--- config.mk ---
export PLATFORM = sky130hd
export DESIGN_NAME = score_bcd_conv
export DESIGN_NICKNAME = d
export VERILOG_FILES = /design/src/rtl/score_bcd_conv_pkg.sv /design/src/rtl/score_bcd_conv_bcd_add3.sv /design/src/rtl/score_bcd_conv.sv
export SDC_FILE = /design/constraint.sdc
export NUM_CORES = 1
export LEC_CHECK = 0
export ABC_AREA = 1
export CORE_MARGIN = 4
export CORE_UTILIZATION = 45
export DETAILED_ROUTE_END_ITERATION = 16
export PLACE_DENSITY = 0.69
export SLEW_MARGIN = 0
export SYNTH_ARGS = -nofsm -noshare
export SYNTH_HDL_FRONTEND = slang
export SYNTH_SLANG_ARGS = --single-unit
--- constraint.sdc ---
create_clock -name CLK -period 1.8 [get_ports CLK]
set_clock_uncertainty 0.05 [all_clocks]
set_input_delay 0.36 -clock CLK [delete_from_list [all_inputs] [get_ports CLK]]
set_output_delay 0.36 -clock CLK [all_outputs]
set_load 0.01 [all_outputs]
--- src/rtl/score_bcd_conv_pkg.sv ---
// Shared types and constants for the score binary-to-BCD converter.
package score_bcd_conv_pkg;

    // Converter sequencing: wait for a request, run the dabble steps, present the result.
    typedef enum logic [1:0] {
        ST_IDLE  = 2'd0,
        ST_SHIFT = 2'd1,
        ST_FIN   = 2'd2
    } state_t;

    localparam int unsigned NUM_DIGITS  = 4;
    localparam int unsigned DEF_BIN_W   = 14;
    localparam int unsigned DEF_MAX_VAL = 9999;

endpackage

--- src/rtl/score_bcd_conv_bcd_add3.sv ---
// Double-dabble digit correction: adds 3 to a BCD nibble that is 5 or more,
// so the following left shift carries correctly into the next decimal digit.
module bcd_add3 (
    input  logic [3:0] din,
    output logic [3:0] dout
);

    // Correct one nibble; the 4-bit result never carries into a neighbour.
    always_comb begin
        dout = din;
        if (din >= 4'd5) begin
            dout = din + 4'd3;
        end
    end

endmodule

--- src/rtl/score_bcd_conv.sv ---
// Sequential binary-to-BCD converter for the score display. A request clamps
// the input to MAX_VAL, then one double-dabble step runs per clock for BIN_W
// clocks; the four digits and overflow flag update together when it finishes.
module score_bcd_conv
    import score_bcd_conv_pkg::*;
#(
    parameter int unsigned BIN_W   = DEF_BIN_W,
    parameter int unsigned MAX_VAL = DEF_MAX_VAL
) (
    input  logic             CLK,
    input  logic             CLR,
    input  logic [BIN_W-1:0] BIN,
    input  logic             START,
    output logic [3:0]       DOUT0,
    output logic [3:0]       DOUT1,
    output logic [3:0]       DOUT2,
    output logic [3:0]       DOUT3,
    output logic             BUSY,
    output logic             DONE,
    output logic             OVF
);

    localparam int unsigned ACC_W = 4 * NUM_DIGITS;
    localparam int unsigned CNT_W = $clog2(BIN_W);
    localparam logic [BIN_W-1:0] MAX_BIN  = BIN_W'(MAX_VAL);
    localparam logic [CNT_W-1:0] LAST_CNT = CNT_W'(BIN_W - 1);

    state_t             state;
    state_t             state_nxt;
    logic [BIN_W-1:0]   sr;
    logic [BIN_W-1:0]   sr_nxt;
    logic [BIN_W-1:0]   sr_step;
    logic [ACC_W-1:0]   acc;
    logic [ACC_W-1:0]   acc_nxt;
    logic [ACC_W-1:0]   acc_adj;
    logic [ACC_W-1:0]   acc_step;
    logic [CNT_W-1:0]   cnt;
    logic [CNT_W-1:0]   cnt_nxt;
    logic               ovf_lat;
    logic               ovf_lat_nxt;
    logic               over;
    logic               load_out;

    // One correction unit per decimal digit of the accumulator.
    for (genvar g = 0; g < NUM_DIGITS; g++) begin : g_dig
        bcd_add3 u_add3 (
            .din  (acc[4*g +: 4]),
            .dout (acc_adj[4*g +: 4])
        );
    end

    // Combined {BCD, binary} left shift after correction.
    always_comb begin
        acc_step = {acc_adj[ACC_W-2:0], sr[BIN_W-1]};
        sr_step  = {sr[BIN_W-2:0], 1'b0};
    end

    assign over = (BIN > MAX_BIN);
    assign BUSY = (state != ST_IDLE);
    assign DONE = (state == ST_FIN);

    // Next-state and datapath control; everything holds unless a state acts on it.
    always_comb begin
        state_nxt   = state;
        sr_nxt      = sr;
        acc_nxt     = acc;
        cnt_nxt     = cnt;
        ovf_lat_nxt = ovf_lat;
        load_out    = 1'b0;
        case (state)
            ST_IDLE: begin
                if (START) begin
                    sr_nxt      = over ? MAX_BIN : BIN;
                    acc_nxt     = '0;
                    cnt_nxt     = '0;
                    ovf_lat_nxt = over;
                    state_nxt   = ST_SHIFT;
                end
            end
            ST_SHIFT: begin
                sr_nxt  = sr_step;
                acc_nxt = acc_step;
                cnt_nxt = cnt + CNT_W'(1);
                if (cnt == LAST_CNT) begin
                    cnt_nxt   = '0;
                    load_out  = 1'b1;
                    state_nxt = ST_FIN;
                end
            end
            ST_FIN: begin
                state_nxt = ST_IDLE;
            end
            default: begin
                state_nxt = ST_IDLE;
            end
        endcase
    end

    // State, datapath and output registers; outputs load from the final step's
    // result on the same edge that ends the shift phase.
    always_ff @(posedge CLK or negedge CLR) begin
        if (!CLR) begin
            state   <= ST_IDLE;
            sr      <= '0;
            acc     <= '0;
            cnt     <= '0;
            ovf_lat <= 1'b0;
            DOUT0   <= '0;
            DOUT1   <= '0;
            DOUT2   <= '0;
            DOUT3   <= '0;
            OVF     <= 1'b0;
        end else begin
            state   <= state_nxt;
            sr      <= sr_nxt;
            acc     <= acc_nxt;
            cnt     <= cnt_nxt;
            ovf_lat <= ovf_lat_nxt;
            if (load_out) begin
                DOUT0 <= acc_step[3:0];
                DOUT1 <= acc_step[7:4];
                DOUT2 <= acc_step[11:8];
                DOUT3 <= acc_step[15:12];
                OVF   <= ovf_lat;
            end
        end
    end

endmodule

==> results.yml, run 1 <==
finish:
  final_common_cell: "nand2_1"
  nNetsFinal: 387
  syn_to_final_growth_pct: 19.9
  diodes: 0
  drive_above_1_share_pct: 8.03
  final_cell_mix: "nand2_1, dfrtp_1, nand3_1, clkdlybuf4s50_1, nor2_1"
critical_path:
  arrival_ns: 1.23
  start_kind: "register"
  cp_slowest_cell: "clkdlybuf4s50_1"
  endpoint_kind: "output port"
  cp_top_family: "buffers and inverters"
  path_buf_inv: 1
  crit_type: "register to output port"
  required_ns: 1.39
  ff2ff_setup_slack_ns: 0.20
  critPathMaxFanout: 2
  r2r-start: "state[0]"
  crit_chain: "clkdlybuf4s50_1"
  worstRegToRegCells: 9
  timing.rr.end: "sr[8]"
  slowest_delay_ns: 0.56
pwr:
  power_w: 0.00583
  p_per_area_mw_per_mm2: 1810
  p_leak_nw: 1.61
  ir_drop_uv: 663
yosys:
  ys_ff_latch: 54
  synth_cells: 321
  yosysTopAreaCell: "dfrtp_1"
  syn_nets: 348
  synth_cell_type_count: 23
  synthTopCellsByArea: "dfrtp_1, nand2_1, nand3_1"
  syn-cell-area_mm2: 0.00268
  ys_seq_area_share_pct: 50.3
  avgSynthCellArea_um2: 8.36
  synth_warnings: 0
  synth_top_area_share_pct: 50.3
sta:
  maxSlewHeadroom_pct: 69.4
  fmax_ghz: 0.609
  drv_slew: 0
  min_period_over_period_pct: 91.2
  worst_slew_pin_slew_ns: 0.458
  fin_crit_ns: 1.64
  rsz0062_at_grt: "no"
  finalSetupTns_ns: 0
  setup_violations: 0
  finalHoldViolCount: 0
  setup_ws_ns: 0.159
routing:
  dr.first_iter.drc_count: 114
  viasPerCell: 4.94
  wl_um: 5310
  vias: 2139
  drc_errors: 0
  wire_per_inst_um: 12.3
  drtAntennaViolNets: 0
  dr.pass1.iters: 4
clock_network:
  root_buffer: "clkbuf_8"
  clock_sinks: 54
  cts_tree: "done"
  clkTransAtPathRegs_ns: 0.10
  cts_buffer_depth: 2
  cts_made_buffers: 5
  clock_latency_ns: 0.31
  htree_levels: 2
grt:
  track_usage_pct: 16.0
  grt_pass1_wl_um: 9380
  grt_max_degree: 55
  antenna_found_initial: 0
  grt_remaining_overflow: 0
  grt_pass1_vias: 2115
min_path:
  holdPathEnd: "DOUT2[1]"
  holdCritPathClass: "register to register"
  min_delay_path_depth: 2
  min_from: "DOUT2[1]"
place:
  gp_congestion: 0.823
  dp_slack_ns: 0.0592
  dp_hpwl_um: 3600
  io_buffer_count: 35
die:
  coreArea_mm2: 0.00564
  fp.dieArea_mm2: 0.00726
  rows: 27
  die_h_um: 85.2
  initial_utilization_pct: 47.6
  die-width_um: 85.2
  num_io_pins: 36
run:
  drv_cap: 0
run_status:
  status: "completed"
-- layout make-up --
type | count | area, µm²
Inverter | 28 | 108
Sequential cell | 54 | 1350
Clock buffer | 5 | 68.8
Fill cell | 526 | 2420
Timing Repair Buffer | 42 | 414
Clock inverter | 3 | 45.0
Multi-Input combinational cell | 229 | 1140
Tap cell | 72 | 90.1
-- kinds of logic after synthesis --
family / synth area share (%)
XOR/XNOR: 1.96
adder cells (fa/ha/maj): 4.66
AO/OA/AOI/OAI: 7.37
flip-flops: 50.3
buffers and inverters: 7.18
AND/OR/NAND/NOR: 28.5
-- per-layer routing --
metal / vias up / share of wire (%) / global-route usage (%)
met5: - / 0 / 0
met4: 0 / 2.1 / 6.62
met3: 12 / 4.1 / 2.62
met2: 40 / 47 / 28.1
met1: 998 / 47 / 19.4
li1: 1089 / - / -
-- cells in the mapped netlist, drive strengths merged --
master and count:
a22oi 4, buf 9, clkbuf 1, dfrtp 54
ha 10, inv 28, nand2 117, nand3 33
nor2 31, o21ai 21, o22ai 7, xnor2 1
xor2 5
-- per-stage QoR --
stage                     cells  cell area, µm²  utilization (%)  hold WS (ns)
after floorplan             321            2680                -        0.0144
after global placement      422            3080             54.5         0.329
after detailed placement    422            3080             54.5         0.325
after CTS                   433            3220             57.0         0.440
after global routing        433            3220             57.0         0.465
final                       433            3220             57.0         0.435
-- power breakdown --
part	total, W	internal [W]	switching, W
clock network	0.000822	0.000414	0.000408
logic	0.00281	0.00118	0.00163
registers	0.00219	0.00182	0.000374
total	0.00583	0.00342	0.00241
-- sequential cells by signal, summed over array words and instances (netlist names) --
| name | flops |
|---|---|
| DOUT2 | 4 |
| DOUT0 | 4 |
| state | 2 |
| cnt | 4 |
| acc | 16 |
| sr | 14 |
| DOUT3 | 4 |
| DOUT1 | 4 |
| OVF | 1 |
| ovf_lat | 1 |
-- what timing repair did --
item                                    4_1_cts  5_1_grt
resized for setup                             2        1
endpoints found under the setup margin        2        1
hold buffers                                  1        0
endpoints found under the hold margin        54        0
setup buffers                                 2        0
-- how the worst max path moves through the flow --
stage | endpoint | slack [ns] | startpoint | depth (start not counted)
after global placement | sr[8] | 0.09 | START | 7
final | OVF | 0.16 | OVF | 1
after floorplan | DOUT0[3] | 0.46 | cnt[1] | 8
after global routing | sr[8] | 0.04 | state[0] | 9
after CTS | DONE | 0.005 | state[1] | 3
after detailed placement | sr[3] | 0.06 | START | 7
No activity file was read; power rests on OpenSTA's default activity.
==> inputs of run 2 (changes only) <==
--- a/config.mk
+++ b/config.mk
@@ -7,9 +7,10 @@
 export LEC_CHECK = 0
 export ABC_AREA = 1
 export CORE_MARGIN = 4
-export CORE_UTILIZATION = 45
+export CORE_UTILIZATION = 42
 export DETAILED_ROUTE_END_ITERATION = 16
-export PLACE_DENSITY = 0.69
+export GPL_TIMING_DRIVEN = 0
+export PLACE_DENSITY = 0.66
 export SLEW_MARGIN = 0
 export SYNTH_ARGS = -nofsm -noshare
 export SYNTH_HDL_FRONTEND = slang
==> run 2 against run 1 <==
Utilization shrank 3.4 points. Combinational power is 4% higher. Sequential power barely moved. Register-to-register slack gained 0.05 ns. Sequential share of layout area decreased by 0.40 points. Final cell count up 1.8%. Non-clock buffer count grew 7. Setup slack improved by 0.018 ns. Flip-flop and latch count stayed put. Clock power decreased by 18%. Critical path depth unchanged.
==> results.yml, run 2 (synthesis results as in run 1) <==
run_status:
  status: "completed"
pwr:
  ir_drop_uv: 711
  pwr-share-comb_pct: 50.5
  p_sw_share_pct: 41.7
  power_w: 0.00579
  seq_power_share_pct: 37.9
  power.switching_w: 0.00242
  p_int_w: 0.00338
  p_leak_nw: 1.63
  pwr-share-clk_pct: 11.7
  p_per_area_mw_per_mm2: 1780
critical_path:
  crit_chain: "clkdlybuf4s50_1"
  cp_top_family: "buffers and inverters"
  critPathMaxFanout: 2
  slowest_delay_ns: 0.54
  start_kind: "register"
  cp_slowest_cell: "clkdlybuf4s50_1"
  required_ns: 1.39
  arrival_ns: 1.21
  crit_type: "register to output port"
  crit_start: "DOUT0[0]"
  path_buf_inv: 1
  r2r-start: "state[1]"
  endpoint_kind: "output port"
  worstRegToRegCells: 5
  timing.rr.end: "acc[9]"
  ff2ff_setup_slack_ns: 0.25
routing:
  wl_um: 5530
  drc_errors: 0
  dr.pass1.iters: 4
  wire_per_inst_um: 12.5
  viasPerCell: 4.86
  dr.first_iter.drc_count: 115
  drtAntennaViolNets: 0
  vias: 2145
sta:
  worst_slew_pin_slew_ns: 0.562
  setup_violations: 0
  finalHoldViolCount: 0
  fmax_ghz: 0.616
  setup_ws_ns: 0.177
  drv_slew: 0
  fin_crit_ns: 1.62
  rsz0062_at_grt: "no"
  min_period_over_period_pct: 90.2
  whs_ns: 0.433
  maxSlewHeadroom_pct: 62.5
die:
  fp.dieArea_mm2: 0.00773
  num_io_pins: 36
  die-width_um: 87.9
  initial_utilization_pct: 44.3
  coreArea_mm2: 0.00606
  die_h_um: 87.9
  rows: 28
min_path:
  min_from: "OVF"
  min_delay_path_depth: 2
  holdPathEnd: "OVF"
  holdCritPathClass: "register to register"
finish:
  largest_register_ffs: 16
  design_area_mm2: 0.00325
  post-route-util_pct: 53.6
  diodes: 0
  multi_input_area_mm2: 0.00114
  largestRegisters: "acc x16, sr x14"
  final_common_cell: "nand2_1"
  final_cell_mix: "nand2_1, dfrtp_1, nand3_1, clkdlybuf4s50_1, nor2_1"
  seq_area_mm2: 0.00135
  regMostFlops: "acc"
  fillCellCount: 606
  drive_above_1_share_pct: 9.02
  nNetsFinal: 394
  syn_to_final_growth_pct: 21.1
run:
  drv_cap: 0
place:
  gp_congestion: 0.833
  dp_hpwl_um: 4080
  io_buffer_count: 35
  place_area_mm2: 0.00314
  dp_slack_ns: 0.109
grt:
  track_usage_pct: 15.7
  grt_remaining_overflow: 0
  grt_max_degree: 37
  antenna_found_initial: 0
  grt_pass1_vias: 2056
  grt_pass1_wl_um: 9490
clock_network:
  cts_buffer_depth: 2
  cts_tree: "done"
  htree_levels: 2
  clock_latency_ns: 0.30
  cts_made_buffers: 5
  clock_sinks: 54
  clkTransAtPathRegs_ns: 0.09
  root_buffer: "clkbuf_8"
[run 2: worst max path at each step]
stage               slack [ns]  cells past startpoint        to
global placement         -1.31                      1     sr[8]
finish                    0.18                      1  DOUT0[0]
detailed placement        0.11                      9     sr[1]
floorplan                 0.46                      8  DOUT0[3]
global route              0.11                      3      BUSY
CTS                       0.16                      1  DOUT2[2]
[run 2: tightest hold or removal path, stage by stage, from the launching register on]
cell and delay (ns):
dfrtp_1 0.36, nand2_1 0.05, nand2_1 0.05
[run 2: power by group through the flow]
stage                     Sequential, W  Clock, W  Combinational, W
after floorplan                 0.00223         0           0.00195
after global placement          0.00219         0           0.00285
after detailed placement        0.00221         0           0.00294
after CTS                       0.00219  0.000691           0.00296
after global routing            0.00226  0.000737           0.00338
final                           0.00219  0.000677           0.00292
[run 2: final cells by class]
cell class | count | share of cell area, %
Buffer | 10 | 2.62
Timing Repair Buffer | 39 | 11.9
Multi-Input combinational cell | 229 | 35.1
Tap cell | 75 | 2.89
Inverter | 28 | 3.31
Sequential cell | 54 | 41.6
Clock buffer | 6 | 2.54
[run 2: per-layer routing]
layer	track usage [%]	share of wire [%]	vias to the layer above
met5	0	0	-
met4	3.91	1.0	0
met3	3.39	4.3	6
met2	25.4	45	39
met1	21.5	50	994
li1	-	-	1106
[run 2: through the flow]
| stage | instances | setup TNS, ns |
|---|---|---|
| 2_1_floorplan | 321 | 0 |
| 3_5_place_dp | 432 | 0 |
| 5_1_grt | 441 | 0 |
| 4_1_cts | 441 | 0 |
| 6_report | 441 | 0 |
| 3_3_place_gp | 431 | -70.84 |
[run 2: timing repair]
item,4_1_cts,5_1_grt
hold buffers,1,0
buffers inserted,2,0
endpoints found under the hold margin,18,0
endpoints found under the setup margin,2,0
gates resized for setup,3,0
==> inputs of run 3 (changes only) <==
--- a/config.mk
+++ b/config.mk
@@ -9,8 +9,11 @@
 export CORE_MARGIN = 4
 export CORE_UTILIZATION = 42
 export DETAILED_ROUTE_END_ITERATION = 16
+export DONT_BUFFER_PORTS = 1
 export GPL_TIMING_DRIVEN = 0
-export PLACE_DENSITY = 0.66
+export HOLD_SLACK_MARGIN = 0.12
+export PLACE_DENSITY = 0.58
+export REMOVE_ABC_BUFFERS = 1
 export SLEW_MARGIN = 0
 export SYNTH_ARGS = -nofsm -noshare
 export SYNTH_HDL_FRONTEND = slang
==> run 3 against run 2 <==
Critical path depth is 5 higher. First-iteration DRC count is 29% lower. Total power is 3.9% lower. Fmax is 1.5% lower. Count of clock-buffer cells in the layout stayed put. Setup slack worse by 0.025 ns. Combinational power is 22% lower. Non-clock buffer count is 46 lower. Utilization is 5.8 points lower. Flip-flop and latch count stayed put. Final cell count is 9.8% lower. Via count is 7.0% lower.
==> results.yml, run 3 (synthesis results as in run 1) <==
sta:
  fmax_ghz: 0.607
  min_period_over_period_pct: 91.5
  setup_violations: 0
  rsz0062_at_grt: "no"
  drv_slew: 0
  fin_crit_ns: 1.65
  maxSlewHeadroom_pct: 72.0
  finalSetupTns_ns: 0
  worst_slew_pin_slew_ns: 0.419
  finalHoldViolCount: 0
die:
  die_h_um: 87.9
  rows: 28
  num_io_pins: 36
  initial_utilization_pct: 44.3
  die-width_um: 87.9
  coreArea_mm2: 0.00606
  fp.dieArea_mm2: 0.00773
critical_path:
  path_buf_inv: 2
  slowest_delay_ns: 0.50
  critPathMaxFanout: 30
  cp_slowest_cell: "dfrtp_1"
  r2r-start: "state[1]"
  worstRegToRegCells: 6
  cp_top_family: "simple AND/OR/NAND/NOR gates"
  arrival_ns: 1.78
  crit_chain: "nor2_8 -> inv_4 -> nand2_4 -> inv_6 -> a22oi_1 -> nand2_1"
  cp_num_cells: 6
  crit_start: "state[1]"
  ff2ff_setup_slack_ns: 0.15
  endpoint: "sr[6]"
  required_ns: 1.94
  crit_type: "register to register"
  start_kind: "register"
  timing.rr.end: "sr[6]"
  endpoint_kind: "register"
routing:
  drtAntennaViolNets: 0
  wire_per_inst_um: 13.1
  vias: 1995
  drc_errors: 0
  wl_um: 5230
  dr.pass1.iters: 4
  viasPerCell: 5.01
  dr.first_iter.drc_count: 82
pwr:
  p_per_area_mw_per_mm2: 1920
  power.switching_w: 0.00233
  p_int_w: 0.00323
  pwr-share-comb_pct: 40.9
  p_leak_nw: 1.47
  power_w: 0.00556
  p_sw_share_pct: 41.9
  pwr-share-clk_pct: 17.7
  ir_drop_uv: 859
  seq_power_share_pct: 41.4
finish:
  largest_register_ffs: 16
  regMostFlops: "acc"
  design_area_mm2: 0.00290
  final_common_cell: "nand2_1"
  final_cell_mix: "nand2_1, dfrtp_1, nand3_1"
  fillCellCount: 599
  diodes: 0
  largestRegisters: "acc x16, sr x14"
  drive_above_1_share_pct: 7.43
  seq_area_mm2: 0.00135
  multi_input_area_mm2: 0.00115
  nNetsFinal: 349
  instances_no_fill: 398
  syn_to_final_growth_pct: 7.93
grt:
  track_usage_pct: 15.4
  antenna_found_initial: 0
  grt_max_degree: 55
  grt_pass1_vias: 2012
  grt_remaining_overflow: 0
  grt_pass1_wl_um: 9360
place:
  dp_hpwl_um: 3410
  dp.cells: 386
  place_area_mm2: 0.00269
  gp_congestion: 0.811
  io_buffer_count: 0
clock_network:
  clkTransAtPathRegs_ns: 0.09
  cts_tree: "done"
  cts_buffer_depth: 2
  clock_latency_ns: 0.30
  clock_sinks: 54
  cts_made_buffers: 5
  root_buffer: "clkbuf_8"
  htree_levels: 2
run_status:
  status: "completed"
run:
  drv_cap: 0
min_path:
  holdCritPathClass: "primary input to register"
[run 3: cell types whose count changed in the layout (fill, tap and decap cells not counted), moves of 2 or more]
cell,change
buf_2,-3
buf_4,-3
buf_6,-5
bufinv_16,+2
clkdlybuf4s50_1,-32
dlygate4sd2_1,-2
[run 3: worst min path at each step]
| stage | start | to | depth (start not counted) | slack (ns) |
|---|---|---|---|---|
| floorplan | CLR | DOUT0[0] | 0 | 0.01 |
| global placement | CLR | acc[6] | 0 | 0.02 |
| detailed placement | CLR | DOUT1[3] | 0 | 0.02 |
| CTS | BIN[12] | sr[12] | 2 | 0.14 |
| global route | BIN[12] | sr[12] | 2 | 0.14 |
| finish | BIN[12] | sr[12] | 2 | 0.15 |
[run 3: what timing repair did]
item,4_1_cts,5_1_grt
setup endpoints to repair,33,4
hold buffers,2,0
setup buffers,1,0
gates cloned,1,0
hold endpoints to repair,54,0
resized for setup,1,1
pin swaps,2,0
[run 3: power groups by stage]
stage	Sequential [W]	Clock [W]	Combinational (W)
global route	0.00239	0.00106	0.00274
global placement	0.00232	0	0.00217
finish	0.00231	0.000985	0.00227
CTS	0.00231	0.00101	0.00232
detailed placement	0.00233	0	0.00224
floorplan	0.00223	0	0.00182
[run 3: area by class of cell]
class                           instances  area share [%]
Clock buffer                            6            2.85
Clock inverter                          2            2.07
Inverter                               28            3.89
Multi-Input combinational cell        230            39.7
Sequential cell                        54            46.7
Tap cell                               75            3.24
Timing Repair Buffer                    3            1.56
[run 3: metrics by stage]
| step | hold slack [ns] | setup slack (ns) | util, % |
|---|---|---|---|
| 3_5_place_dp | 0.0166 | -0.182 | 44.4 |
| 2_1_floorplan | 0.0144 | 0.258 | - |
| 5_1_grt | 0.137 | 0.0101 | 47.8 |
| 6_report | 0.145 | 0.152 | 47.8 |
| 4_1_cts | 0.138 | 0.0866 | 47.7 |
| 3_3_place_gp | 0.0164 | -0.203 | 44.4 |
[run 3: routing by layer]
metal  share of wire, %  GRT usage (%)  routed length [µm]
met5                  0              0                   0
met2                 45           25.5                2350
met1                 50           20.2                2630
met3                4.0           3.20                 210
met4               0.73           4.60                  38
